### config.mk
export PLATFORM = sky130hd
export DESIGN_NAME = seq_divider
export DESIGN_NICKNAME = d
export VERILOG_FILES = /design/src/rtl/seq_divider.sv
export SDC_FILE = /design/constraint.sdc
export NUM_CORES = 1
export LEC_CHECK = 0
export CAP_MARGIN = 20
export CORE_MARGIN = 8
export CORE_UTILIZATION = 55
export CTS_BUF_LIST = sky130_fd_sc_hd__clkbuf_2
export DETAILED_ROUTE_END_ITERATION = 8
export GPL_ROUTABILITY_DRIVEN = 0
export PLACE_DENSITY_LB_ADDON = 0.12
export SLEW_MARGIN = 10
export SYNTH_ARGS = -nofsm -noshare
export SYNTH_HDL_FRONTEND = slang
export SYNTH_SLANG_ARGS = --single-unit
export TNS_END_PERCENT = 1
### constraint.sdc
create_clock -name clk -period 6.9 [get_ports clk]
set_input_delay 1.725 -clock clk [delete_from_list [all_inputs] [get_ports clk]]
set_output_delay 1.725 -clock clk [all_outputs]
set_load 0.005 [all_outputs]
### src/rtl/seq_divider.sv
// seq_divider: multi-cycle signed restoring divider, Z = {remainder, quotient}
// Quotient truncates toward zero; remainder follows the dividend's sign.
module seq_divider #(
    parameter int WIDTH = 32
) (
    input  logic               clk,
    input  logic               clear,
    input  logic               start,
    input  logic [WIDTH-1:0]   A,
    input  logic [WIDTH-1:0]   B,
    output logic               busy,
    output logic               done,
    output logic               div_by_zero,
    output logic [2*WIDTH-1:0] Z
);
    localparam int CW = $clog2(WIDTH);
    typedef enum logic [1:0] {IDLE, RUN, FIX, ZERO} state_t;
    state_t state_q, state_d;
    logic [CW-1:0] cnt_q, cnt_d;
    logic [WIDTH-1:0] rem_q, rem_d, dvd_q, dvd_d, dvs_q, dvs_d;
    logic qneg_q, qneg_d, rneg_q, rneg_d, done_q, done_d, dbz_q, dbz_d;
    logic [2*WIDTH-1:0] z_q, z_d;
    logic [WIDTH-1:0] abs_a, abs_b;
    logic [WIDTH:0] shifted, trial;
    assign abs_a = A[WIDTH-1] ? -A : A;
    assign abs_b = B[WIDTH-1] ? -B : B;
    assign shifted = {rem_q, dvd_q[WIDTH-1]};
    assign trial = shifted - {1'b0, dvs_q};
    assign busy = state_q != IDLE;
    assign done = done_q;
    assign div_by_zero = dbz_q;
    assign Z = z_q;
    always_comb begin
        state_d = state_q;
        cnt_d = cnt_q;
        rem_d = rem_q;
        dvd_d = dvd_q;
        dvs_d = dvs_q;
        qneg_d = qneg_q;
        rneg_d = rneg_q;
        done_d = 1'b0;
        dbz_d = dbz_q;
        z_d = z_q;
        case (state_q)
            IDLE: if (start) begin
                state_d = (B == '0) ? ZERO : RUN;
                qneg_d = A[WIDTH-1] ^ B[WIDTH-1];
                rneg_d = A[WIDTH-1];
                // a zero divisor keeps the raw dividend so it can be returned as the remainder
                dvd_d = (B == '0) ? A : abs_a;
                dvs_d = abs_b;
                rem_d = '0;
                cnt_d = '0;
                dbz_d = 1'b0;
            end
            RUN: begin
                rem_d = trial[WIDTH] ? shifted[WIDTH-1:0] : trial[WIDTH-1:0];
                dvd_d = {dvd_q[WIDTH-2:0], ~trial[WIDTH]};
                cnt_d = cnt_q + 1'b1;
                state_d = (cnt_q == CW'(WIDTH - 1)) ? FIX : RUN;
            end
            FIX: begin
                z_d = {rneg_q ? -rem_q : rem_q, qneg_q ? -dvd_q : dvd_q};
                done_d = 1'b1;
                state_d = IDLE;
            end
            ZERO: begin
                z_d = {dvd_q, {WIDTH{1'b1}}};
                done_d = 1'b1;
                dbz_d = 1'b1;
                state_d = IDLE;
            end
            default: state_d = IDLE;
        endcase
    end
    always_ff @(posedge clk) begin
        if (clear) begin
            state_q <= IDLE;
            cnt_q <= '0;
            rem_q <= '0;
            dvd_q <= '0;
            dvs_q <= '0;
            qneg_q <= 1'b0;
            rneg_q <= 1'b0;
            done_q <= 1'b0;
            dbz_q <= 1'b0;
            z_q <= '0;
        end else begin
            state_q <= state_d;
            cnt_q <= cnt_d;
            rem_q <= rem_d;
            dvd_q <= dvd_d;
            dvs_q <= dvs_d;
            qneg_q <= qneg_d;
            rneg_q <= rneg_d;
            done_q <= done_d;
            dbz_q <= dbz_d;
            z_q <= z_d;
        end
    end
endmodule

==> results.json <==
{
  "seq_area_frac_synth_pct": 30.1,
  "grt_use_met1_pct": 31.8,
  "finalCritPeriodShare_pct": 61.1,
  "slew_violations": 0,
  "core_area_um2": 20300,
  "drcViolationCount": 0,
  "min_period_ns": 4.22,
  "die-area_um2": 25500,
  "syn_area_per_cell_um2": 7.71,
  "critPathCaptureType": "flop",
  "track_usage_pct": 25.4,
  "detailed_place_hpwl_um": 24500,
  "cts_htree_levels": 4,
  "synth.distinct_cells": 67,
  "wire_per_inst_um": 18.3,
  "syn2layout_area_growth_pct": 14.5,
  "finalNetCount": 1641,
  "cp.arrival_ns": 4.89,
  "netlist_instances": 1475,
  "use_met2_pct": 42.6,
  "final_common_cell": "dfxtp_1",
  "max_freq_ghz": 0.237,
  "p_per_area_nw_per_um2": 169,
  "hold_viol": 0,
  "cts_buffers": 17,
  "dr.pass1.iters": 6,
  "crit_fanout": 30,
  "synth_edf_count": 0,
  "rsz0062_at_grt": "false",
  "ys_ff_latch": 171,
  "outcome": "finished clean",
  "syn_nets": 1581,
  "gr-total-overflow": 0,
  "grt_pass1_wl_um": 54000,
  "ys_async_sr_fraction_pct": 0,
  "drive_above_1_share_pct": 4.33,
  "yosysWarnings": 0,
  "cts_tree": "built",
  "row_count": 52,
  "num_vias": 11100,
  "setup_tns_ns": 0,
  "antenna_found_initial": 1,
  "final_cell_mix": "dfxtp_1 (169), nand2_1 (156), nor2_1 (154)",
  "dp_cells": 1785,
  "tightest_slew_ns": 1.09,
  "cp.required_ns": 7.58,
  "via_per_inst": 6.09,
  "chipHeight_um": 160,
  "postRouteAntennaNets": 0,
  "drv_cap": 0,
  "clock_latency_ns": 0.81,
  "final_cells": 1819,
  "cts-root-buf": "clkbuf_2",
  "grt_max_degree": 110,
  "setup_viol": 0,
  "path_class": "input port to flop",
  "drtIter0Drc": 882,
  "leakagePower_nw": 4.87,
  "vdd_drop_max_v": 0.0000910,
  "cts_buffer_depth": 2,
  "wirelength_um": 33200,
  "initial_core_util_pct": 56.0,
  "holdBufCountCts": 0,
  "top_usage_layer": "met2",
  "clkTransAtPathRegs_ns": 0.28,
  "cts-resized-gates": 0,
  "slew-limit-headroom_pct": 27.0,
  "io_buffers": 133,
  "grt_pass1_vias": 10400,
  "critPathLaunchType": "input port",
  "power_mw": 2.21,
  "fin_skew_ns": 0.0501,
  "num_io_pins": 134,
  "syn_area_um2": 11400,
  "synth_ff_type": "dfxtp_1",
  "postCtsSetupBuffers": 0,
  "hold_class": "flop to flop",
  "numClockSinks": 171,
  "grt_use_met3_pct": 4.14,
  "die_w_um": 160
}
-- metrics by stage --
step	hold WS, ns	instance area [um^2]	setup slack, ns	util [%]
floorplan	0.432	11400	2.70	-
global placement	0.443	12800	2.01	62.8
detailed placement	0.449	12800	1.90	62.8
CTS	0.480	13000	2.73	64.1
global route	0.514	13000	2.54	64.2
finish	0.483	13000	2.68	64.2
-- synth_stat cells (17+ instances only) --
| master | count | share of area [%] |
|---|---|---|
| a211oi_1 | 63 | 4.2 |
| inv_1 | 53 | 1.7 |
| xnor2_1 | 29 | 2.2 |
| nand3_1 | 32 | 1.4 |
| a21oi_1 | 69 | 3.0 |
| clkbuf_1 | 92 | 3.0 |
| or4_1 | 22 | 1.5 |
| o41ai_1 | 19 | 1.5 |
| a221oi_1 | 24 | 1.8 |
| nand2b_1 | 24 | 1.3 |
| ha_1 | 38 | 4.2 |
| nand2_1 | 156 | 5.1 |
| xor2_1 | 109 | 8.4 |
| o31ai_1 | 31 | 2.0 |
| dfxtp_1 | 171 | 30 |
| o21ai_0 | 116 | 5.1 |
| mux2i_1 | 54 | 4.8 |
| nor2_1 | 156 | 5.1 |
| nor3_1 | 24 | 1.1 |
| or3_1 | 17 | 0.93 |
-- layer usage --
| metal | routed length (um) | part of all wire, % |
|---|---|---|
| met1 | 14500 | 44 |
| met2 | 15600 | 47 |
| met3 | 2050 | 6.2 |
| met5 | 0 | 0 |
| met4 | 1080 | 3.3 |
-- cell families (layout without fill, tap and decap cells) --
logic type,after synthesis,count (layout),synth area share (%)
buffers and inverters,159,232,5.38
AND/OR/NAND/NOR,497,497,20.4
AO/OA/AOI/OAI,415,415,24.2
flip-flops,171,171,30.1
adder cells (fa/ha/maj),39,39,4.36
multiplexers,56,56,4.95
other,0,1,0
XOR/XNOR,138,138,10.6
-- final cells by class --
type / count / area, um^2
multi-input cells: 1145 / 7360
diodes: 1 / 2.50
fillers: 1860 / 7270
clock buffers: 17 / 85.1
flip-flops and latches: 171 / 3430
repair buffers: 147 / 1440
well taps: 270 / 338
inverters: 53 / 199
clock inverters: 15 / 170
-- worst max-delay path: stages --
cell             delay (ns)
clkdlybuf4s50_1        0.48
or3_1                  0.44
or4_1                  0.50
or4_1                  0.57
o31a_1                 0.34
buf_4                  0.23
mux2i_1                0.26
nor2_1                 0.09
a221oi_2               0.19
nor2_1                 0.06
-- sequential cells by signal, summed over array words and instances (netlist names) --
register     flops
rem_q           32
Z               64
dvs_q           32
rneg_q           1
dvd_q           32
cnt_q            5
done             1
state_q          2
div_by_zero      1
qneg_q           1
-- where the power goes --
part	switching, mW	internal, mW	leakage [nW]	total (mW)
clock network	0.416	0.153	0.157	0.570
registers	0.0584	1.03	1.39	1.09
logic	0.328	0.221	3.32	0.549
total	0.802	1.40	4.87	2.21
-- path summary, 6_finish.rpt --
check | cells past startpoint | slack (ns) | startpoint | to
setup / recovery | 10 | 2.68 | B[9] | dvd_q[1]
hold reg to reg | 2 | 0.48 | dvs_q[13] | dvs_q[13]
hold / removal | 2 | 0.48 | dvs_q[13] | dvs_q[13]
setup reg to reg | 9 | 3.00 | rem_q[22] | rem_q[28]
Note: power is estimated with default switching activity, not from simulation.
